**src/rtl/instruction_fetch_if.sv**
```systemverilog
// Signal bundle between the fetch stage, its instruction memory and decode.
// The master modport is the fetch unit and the slave modport is its environment.
interface instruction_fetch_if #(
  parameter int ADDR_WIDTH = 10,
  parameter int DATA_WIDTH = 32
);
  logic                  stall;
  logic                  redirect;
  logic [ADDR_WIDTH-1:0] redirect_pc;
  logic [ADDR_WIDTH-1:0] imem_addr;
  logic [DATA_WIDTH-1:0] imem_data;
  logic                  if_valid;
  logic [DATA_WIDTH-1:0] if_instr;
  logic [ADDR_WIDTH-1:0] if_pc;
  logic [ADDR_WIDTH-1:0] if_pc_plus1;

  modport master (
    input  stall, redirect, redirect_pc, imem_data,
    output imem_addr, if_valid, if_instr, if_pc, if_pc_plus1
  );

  modport slave (
    output stall, redirect, redirect_pc, imem_data,
    input  imem_addr, if_valid, if_instr, if_pc, if_pc_plus1
  );
endinterface

```
**src/rtl/instruction_fetch.sv**
```systemverilog
// Fetch stage: owns the PC, drives a 1-cycle-latency instruction memory and
// registers each returned word together with its address into IF/ID.
module instruction_fetch #(
  parameter int                  ADDR_WIDTH = 10,
  parameter int                  DATA_WIDTH = 32,
  parameter logic [ADDR_WIDTH-1:0] RESET_PC = '0
) (
  input logic                  clk,
  input logic                  rst,
  instruction_fetch_if.master  bus
);
  logic [ADDR_WIDTH-1:0] pc_q, pc_d;
  logic [ADDR_WIDTH-1:0] req_pc_q, req_pc_d;
  logic                  req_valid_q, req_valid_d;
  logic                  if_valid_q, if_valid_d;
  logic [DATA_WIDTH-1:0] if_instr_q, if_instr_d;
  logic [ADDR_WIDTH-1:0] if_pc_q, if_pc_d;

  // While stalled, re-issue the outstanding address so imem_data stays stable.
  assign bus.imem_addr   = (bus.stall && !bus.redirect) ? req_pc_q : pc_q;
  assign bus.if_valid    = if_valid_q;
  assign bus.if_instr    = if_instr_q;
  assign bus.if_pc       = if_pc_q;
  assign bus.if_pc_plus1 = if_pc_q + ADDR_WIDTH'(1);

  always_comb begin
    pc_d        = pc_q;
    req_pc_d    = req_pc_q;
    req_valid_d = req_valid_q;
    if_valid_d  = if_valid_q;
    if_instr_d  = if_instr_q;
    if_pc_d     = if_pc_q;
    if (bus.redirect) begin
      pc_d        = bus.redirect_pc;
      req_valid_d = 1'b0;
      if_valid_d  = 1'b0;
    end else if (!bus.stall) begin
      if_valid_d  = req_valid_q;
      if_instr_d  = bus.imem_data;
      if_pc_d     = req_pc_q;
      req_pc_d    = pc_q;
      req_valid_d = 1'b1;
      pc_d        = pc_q + ADDR_WIDTH'(1);
    end
  end

  always_ff @(posedge clk) begin
    if (rst) begin
      pc_q        <= RESET_PC;
      req_pc_q    <= RESET_PC;
      req_valid_q <= 1'b0;
      if_valid_q  <= 1'b0;
      if_instr_q  <= '0;
      if_pc_q     <= '0;
    end else begin
      pc_q        <= pc_d;
      req_pc_q    <= req_pc_d;
      req_valid_q <= req_valid_d;
      if_valid_q  <= if_valid_d;
      if_instr_q  <= if_instr_d;
      if_pc_q     <= if_pc_d;
    end
  end
endmodule

```
**src/flat_wrapper.sv**
```systemverilog
// flat-port wrapper written by rule: the top's interface ports become plain ports
module instruction_fetch_flat 
#(
  parameter int                  ADDR_WIDTH = 10,
  parameter int                  DATA_WIDTH = 32,
  parameter logic [ADDR_WIDTH-1:0] RESET_PC = '0
)
  (clk, rst, bus_stall, bus_redirect, bus_redirect_pc, bus_imem_data, bus_imem_addr, bus_if_valid, bus_if_instr, bus_if_pc, bus_if_pc_plus1);
  instruction_fetch_if #(.ADDR_WIDTH(ADDR_WIDTH), .DATA_WIDTH(DATA_WIDTH)) bus_i ();
  input logic clk;
  input logic rst;
  input wire logic [$bits(bus_i.stall)-1:0] bus_stall;
  input wire logic [$bits(bus_i.redirect)-1:0] bus_redirect;
  input wire logic [$bits(bus_i.redirect_pc)-1:0] bus_redirect_pc;
  input wire logic [$bits(bus_i.imem_data)-1:0] bus_imem_data;
  output wire logic [$bits(bus_i.imem_addr)-1:0] bus_imem_addr;
  output wire logic [$bits(bus_i.if_valid)-1:0] bus_if_valid;
  output wire logic [$bits(bus_i.if_instr)-1:0] bus_if_instr;
  output wire logic [$bits(bus_i.if_pc)-1:0] bus_if_pc;
  output wire logic [$bits(bus_i.if_pc_plus1)-1:0] bus_if_pc_plus1;
  assign bus_i.stall = bus_stall;
  assign bus_i.redirect = bus_redirect;
  assign bus_i.redirect_pc = bus_redirect_pc;
  assign bus_i.imem_data = bus_imem_data;
  assign bus_imem_addr = bus_i.imem_addr;
  assign bus_if_valid = bus_i.if_valid;
  assign bus_if_instr = bus_i.if_instr;
  assign bus_if_pc = bus_i.if_pc;
  assign bus_if_pc_plus1 = bus_i.if_pc_plus1;
  instruction_fetch #(.ADDR_WIDTH(ADDR_WIDTH), .DATA_WIDTH(DATA_WIDTH), .RESET_PC(RESET_PC)) u_core (.clk(clk), .rst(rst), .bus(bus_i));
endmodule
```
**config.mk**
```make
export PLATFORM = sky130hd
export DESIGN_NAME = instruction_fetch_flat
export DESIGN_NICKNAME = d
export VERILOG_FILES = /design/src/rtl/instruction_fetch_if.sv /design/src/rtl/instruction_fetch.sv /design/src/flat_wrapper.sv
export SDC_FILE = /design/constraint.sdc
export NUM_CORES = 1
export LEC_CHECK = 0
export ABC_AREA = 1
export BUFFER_PORTS_ARGS = -buffer_cell sky130_fd_sc_hd__buf_2
export CAP_MARGIN = 25
export CORE_MARGIN = 4
export CORE_UTILIZATION = 52
export DETAILED_ROUTE_END_ITERATION = 16
export PLACE_DENSITY = 0.82
export SYNTH_ARGS = -nofsm -noshare
export SYNTH_HDL_FRONTEND = slang
export SYNTH_SLANG_ARGS = --single-unit
```
**constraint.sdc**
```tcl
create_clock -name clk -period 2 [get_ports clk]
set_clock_uncertainty 0.1 [all_clocks]
set_input_delay 0.2 -clock clk [delete_from_list [all_inputs] [get_ports clk]]
set_output_delay 0.2 -clock clk [all_outputs]
set_load 0.005 [all_outputs]
```
* After elaboration in Yosys (flattened, before gate mapping)
Index checks and enable logic that the tools add are counted.
** Storage, ports and cells
- Flip-flop bits (word level) :: 64
- Latch bits :: 0
- RAM bits :: 0
- ROM bits :: 0
- Input bits :: 46
- Output and inout port bits :: 63
- Memories :: 0
** Cells by class
- $add $sub $neg :: 2
- Multiply operators :: 0
- Divide/modulo/power cells :: 0
- Order comparisons :: 0
- Eq/ne operators :: 1
- Shift-type cells :: 0
- Multiplexer cells :: 3
- Bitwise operators :: 2
- Reduce and logical (&&, ||, !) cells :: 4
** Operator list (count)
- $mux 10 :: 3
- $add 10x1->10 const B :: 2
- $ne 2x1->1 const B :: 1
- $not 1->1 :: 2
- $reduce_and 2->1 :: 1
- $reduce_or 2->1 :: 1
- $logic_and 1x1->1 :: 1
- $logic_not 1->1 :: 1

* Logic depth before layout (Yosys ltp)
- Depth after elaboration :: 3
- Mapped depth :: 8

* Worst setup path after synthesis
No wires, ideal clock.
- Kind :: register to output
- From :: register u_core.if_pc_q[0] (netlist: u_core.bus.if_pc[0])
- To :: output bus_if_pc_plus1[8]
- Data arrival time :: 1.079 ns
- Required time :: 1.700 ns
- Setup slack :: 0.621 ns
- Stages on the path, launching flop included :: 7
- Path buffers :: 0
- Cells stage by stage :: dfxtp_1 > ha_1 > nand2_1 > inv_1 > nand2_1 > nor3_1 > xor2_1
** Between the ends
- Cells in the longest elaborated chain, start to end :: 1
** Ends and longest elaborated chain
- from (decl) :: line instruction_fetch.sv:17 : logic [ADDR_WIDTH-1:0] if_pc_q, if_pc_d;
- from (signal assigned) :: line instruction_fetch.sv:61 : if_pc_q <= if_pc_d;
- $add 10x1->10 :: line instruction_fetch.sv:24 : assign bus.if_pc_plus1 = if_pc_q + ADDR_WIDTH'(1);
- to (decl) :: line flat_wrapper.sv:20 : output wire logic [$bits(bus_i.if_pc_plus1)-1:0] bus_if_pc_plus1;
Every way passes these cells.

* Final worst setup path
- From :: register u_core.if_pc_q[1] (netlist: u_core.bus.if_pc[1])
- To :: output bus_if_pc_plus1[8]
The elaborated chain is that of the path after synthesis.

==> flow_summary.json <==
{
  "status": "finished, final reports clean",
  "start_util_pct": 53.3,
  "grt_max_degree": 60,
  "place_area_um2": 3310,
  "p_int_w": 0.00202,
  "yosysWarnings": 0,
  "worstPathRequired_ns": 1.70,
  "endpoint_kind": "output port",
  "cts_max_path_buffers": 2,
  "timing.setup.tns_ns": 0,
  "cts.sinks": 64,
  "final_cell_area_um2": 3770,
  "crit_fanout": 4,
  "syn_to_final_growth_pct": 38.5,
  "synthTopCellsByCount": "nor2_1 (101), dfxtp_1 (64), o21ai_0 (62)",
  "crit_arrival_ns": 1.60,
  "syn_nets": 433,
  "wl_um": 8110,
  "yosysUniqueCellTypes": 23,
  "cts.clk_slew.worst_paths_ns": 0.06,
  "synth_top_cell_area_share_pct": 47.1,
  "cap_violations": 0,
  "p_leak_nw": 1.89,
  "hold_path_class": "in2reg",
  "firstDrtPassIters": 4,
  "fmax_mhz": 525,
  "finalHoldViolCount": 0,
  "drc": 0,
  "dp_hpwl_um": 5100,
  "port_buffers": 108,
  "yosysSeqAreaShare_pct": 47.1,
  "antenna_found_initial": 0,
  "setup_violations": 0,
  "place_inst": 549,
  "synth_edf_count": 0,
  "fp-row-count": 26,
  "powerDensity_nw_per_um2": 731,
  "fillers": 400,
  "grtUsageTotal_pct": 26.3,
  "pwr-share-clk_pct": 33.6,
  "cts_tree": "built",
  "pwr-share-comb_pct": 15.2,
  "place_congestion": 0.818,
  "synth_flop_cell": "dfxtp_1",
  "final_net_count": 567,
  "antennaDiodeCount": 0,
  "critPathKind": "reg2out",
  "slew-limit-headroom_pct": 56.9,
  "slew_violations": 0,
  "die_y_um": 80.4,
  "p_sw_w": 0.000733,
  "startpoint_type": "flip-flop",
  "vias_per_cell": 5.06,
  "setup_slack_ns": 0.0955,
  "drive_gt1_share_pct": 26.2,
  "vias": 2994,
  "layout_min_cycle_time_ns": 1.90,
  "synth-seq-cells": 64,
  "pin_count": 109,
  "fin_util_pct": 73.8,
  "h-tree-depth": 3,
  "cts_root_buf": "clkbuf_8",
  "synthTopCellsByArea": "dfxtp_1 (47%), nor2_1 (14%), o21ai_0 (11%)",
  "gr-total-overflow": 0,
  "worst_pin_slew_ns": 0.645,
  "yosysMostFrequentCell": "nor2_1",
  "pwr-share-seq_pct": 51.2,
  "pre_cts_ws_ns": 0.317,
  "cts_buffers": 9,
  "async_flop_share_pct": 0,
  "syn-cell-area_um2": 2720,
  "grt_setup_unrepaired": "false",
  "grt_pass1_vias": 2850,
  "detail_route.wl_per_cell_um": 13.7,
  "peakVddDrop_uv": 611,
  "dieArea_um2": 6460,
  "synth_cells": 385,
  "ant_nets": 0,
  "synth.avg_cell_area_um2": 7.07,
  "sw_frac_of_total_pct": 26.6,
  "clk_latency_ns": 0.33,
  "fin_crit_sh_pct": 95.2,
  "grt_pass1_wl_um": 13200,
  "coreArea_um2": 5110,
  "yosys.area.top_type": "dfxtp_1",
  "die_w_um": 80.4,
  "stdcell_count": 592,
  "drtIter0Drc": 133
}
[metal layers]
layer / track usage (%) / part of all wire (%) / up-vias
li1: - / - / 1492
met1: 33.4 / 42 / 1366
met2: 40.5 / 48 / 116
met3: 6.73 / 7.8 / 20
met4: 14.4 / 2.9 / 0
met5: 0 / 0 / -
[worst max-delay path, stage by stage (launching register included)]
cell	delay [ns]
dfxtp_4	0.37
ha_2	0.17
nand2_1	0.08
inv_2	0.08
nand2_2	0.06
nor3_2	0.18
xor2_1	0.19
buf_2	0.14
[stage by stage]
| stage | power [W] | hold slack (ns) |
|---|---|---|
| floorplan | 0.00162 | 0.193 |
| global placement | 0.00179 | 0.319 |
| detailed placement | 0.00180 | 0.328 |
| CTS | 0.00275 | 0.000472 |
| global route | 0.00289 | 0.0180 |
| finish | 0.00276 | 0.00755 |
[power groups by stage]
stage                     registers (W)  clock network (W)  logic (W)
after floorplan                 0.00143                  0   0.000191
after global placement          0.00143                  0   0.000358
after detailed placement        0.00143                  0   0.000367
after CTS                       0.00141           0.000932   0.000410
after global routing            0.00142           0.000997   0.000471
final                           0.00141           0.000927   0.000419
[final timing paths]
| check | from | endpoint | slack (ns) | depth (start not counted) |
|---|---|---|---|---|
| setup reg to reg | u_core.pc_q[1] | u_core.pc_q[6] | 0.47 | 8 |
| setup / recovery | u_core.bus.if_pc[1] | bus_if_pc_plus1[8] | 0.1 | 7 |
| hold reg to reg | u_core.req_valid_q | u_core.req_valid_q | 0.36 | 2 |
| hold / removal | bus_imem_data[9] | u_core.bus.if_instr[9] | 0.008 | 3 |
[final cells by class]
cell class,count,area (um2),area share [%]
Timing Repair Buffer,143,886,23.5
Multi-Input combinational cell,270,1240,32.8
Tap cell,70,87.6,2.32
Clock buffer,13,149,3.95
Inverter,31,116,3.09
Sequential cell,64,1290,34.2
Clock inverter,1,5.00,0.133
[sequential cells by signal, indices dropped and copies added (netlist names)]
| signal | cells |
|---|---|
| u_core.req_valid_q | 1 |
| u_core.req_pc_q | 10 |
| u_core.bus.if_valid | 1 |
| u_core.bus.if_instr | 32 |
| u_core.pc_q | 10 |
| u_core.bus.if_pc | 10 |
[cells in the final DEF (no fill, tap or decap)]
cell type / Yosys / final
inv_2: 2 / 3
clkbuf_8: 0 / 10
clkbuf_1: 9 / 3
nand3b_1: 3 / 3
dfxtp_4: 0 / 2
clkinv_1: 1 / 1
nand4_1: 1 / 1
dlygate4sd3_1: 0 / 28
o21ai_0: 62 / 62
xor2_1: 6 / 6
clkinv_2: 0 / 1
buf_4: 5 / 6
o211ai_1: 1 / 1
nand2_2: 1 / 2
nor2_4: 0 / 1
nor3_2: 0 / 1
nand2_1: 57 / 56
buf_12: 0 / 1
nand3_1: 10 / 10
nor2_1: 101 / 101
ha_1: 2 / 1
a211oi_1: 4 / 4
a21oi_1: 17 / 17
buf_2: 5 / 108
xnor2_1: 2 / 2
nor2_2: 2 / 1
ha_2: 0 / 1
inv_1: 28 / 27
dfxtp_1: 64 / 62
[timing repair]
| action | 4_1_cts | 5_1_grt |
|---|---|---|
| endpoints found under the setup margin | 1 | 2 |
| endpoints found under the hold margin | 28 | 0 |
| hold buffers | 28 | 0 |
| setup buffers | 0 | 1 |
| gates resized for setup | 1 | 7 |
| gates cloned | 0 | 0 |
| pin swaps | 0 | 1 |
[logic make-up after synthesis]
logic type | synth area share (%)
AND/OR/NAND/NOR | 25.6
XOR/XNOR | 2.57
buffers and inverters | 8.00
AO/OA/AOI/OAI | 15.9
flip-flops | 47.1
adder cells (fa/ha/maj) | 0.919
(Power assumes the default switching activity.)
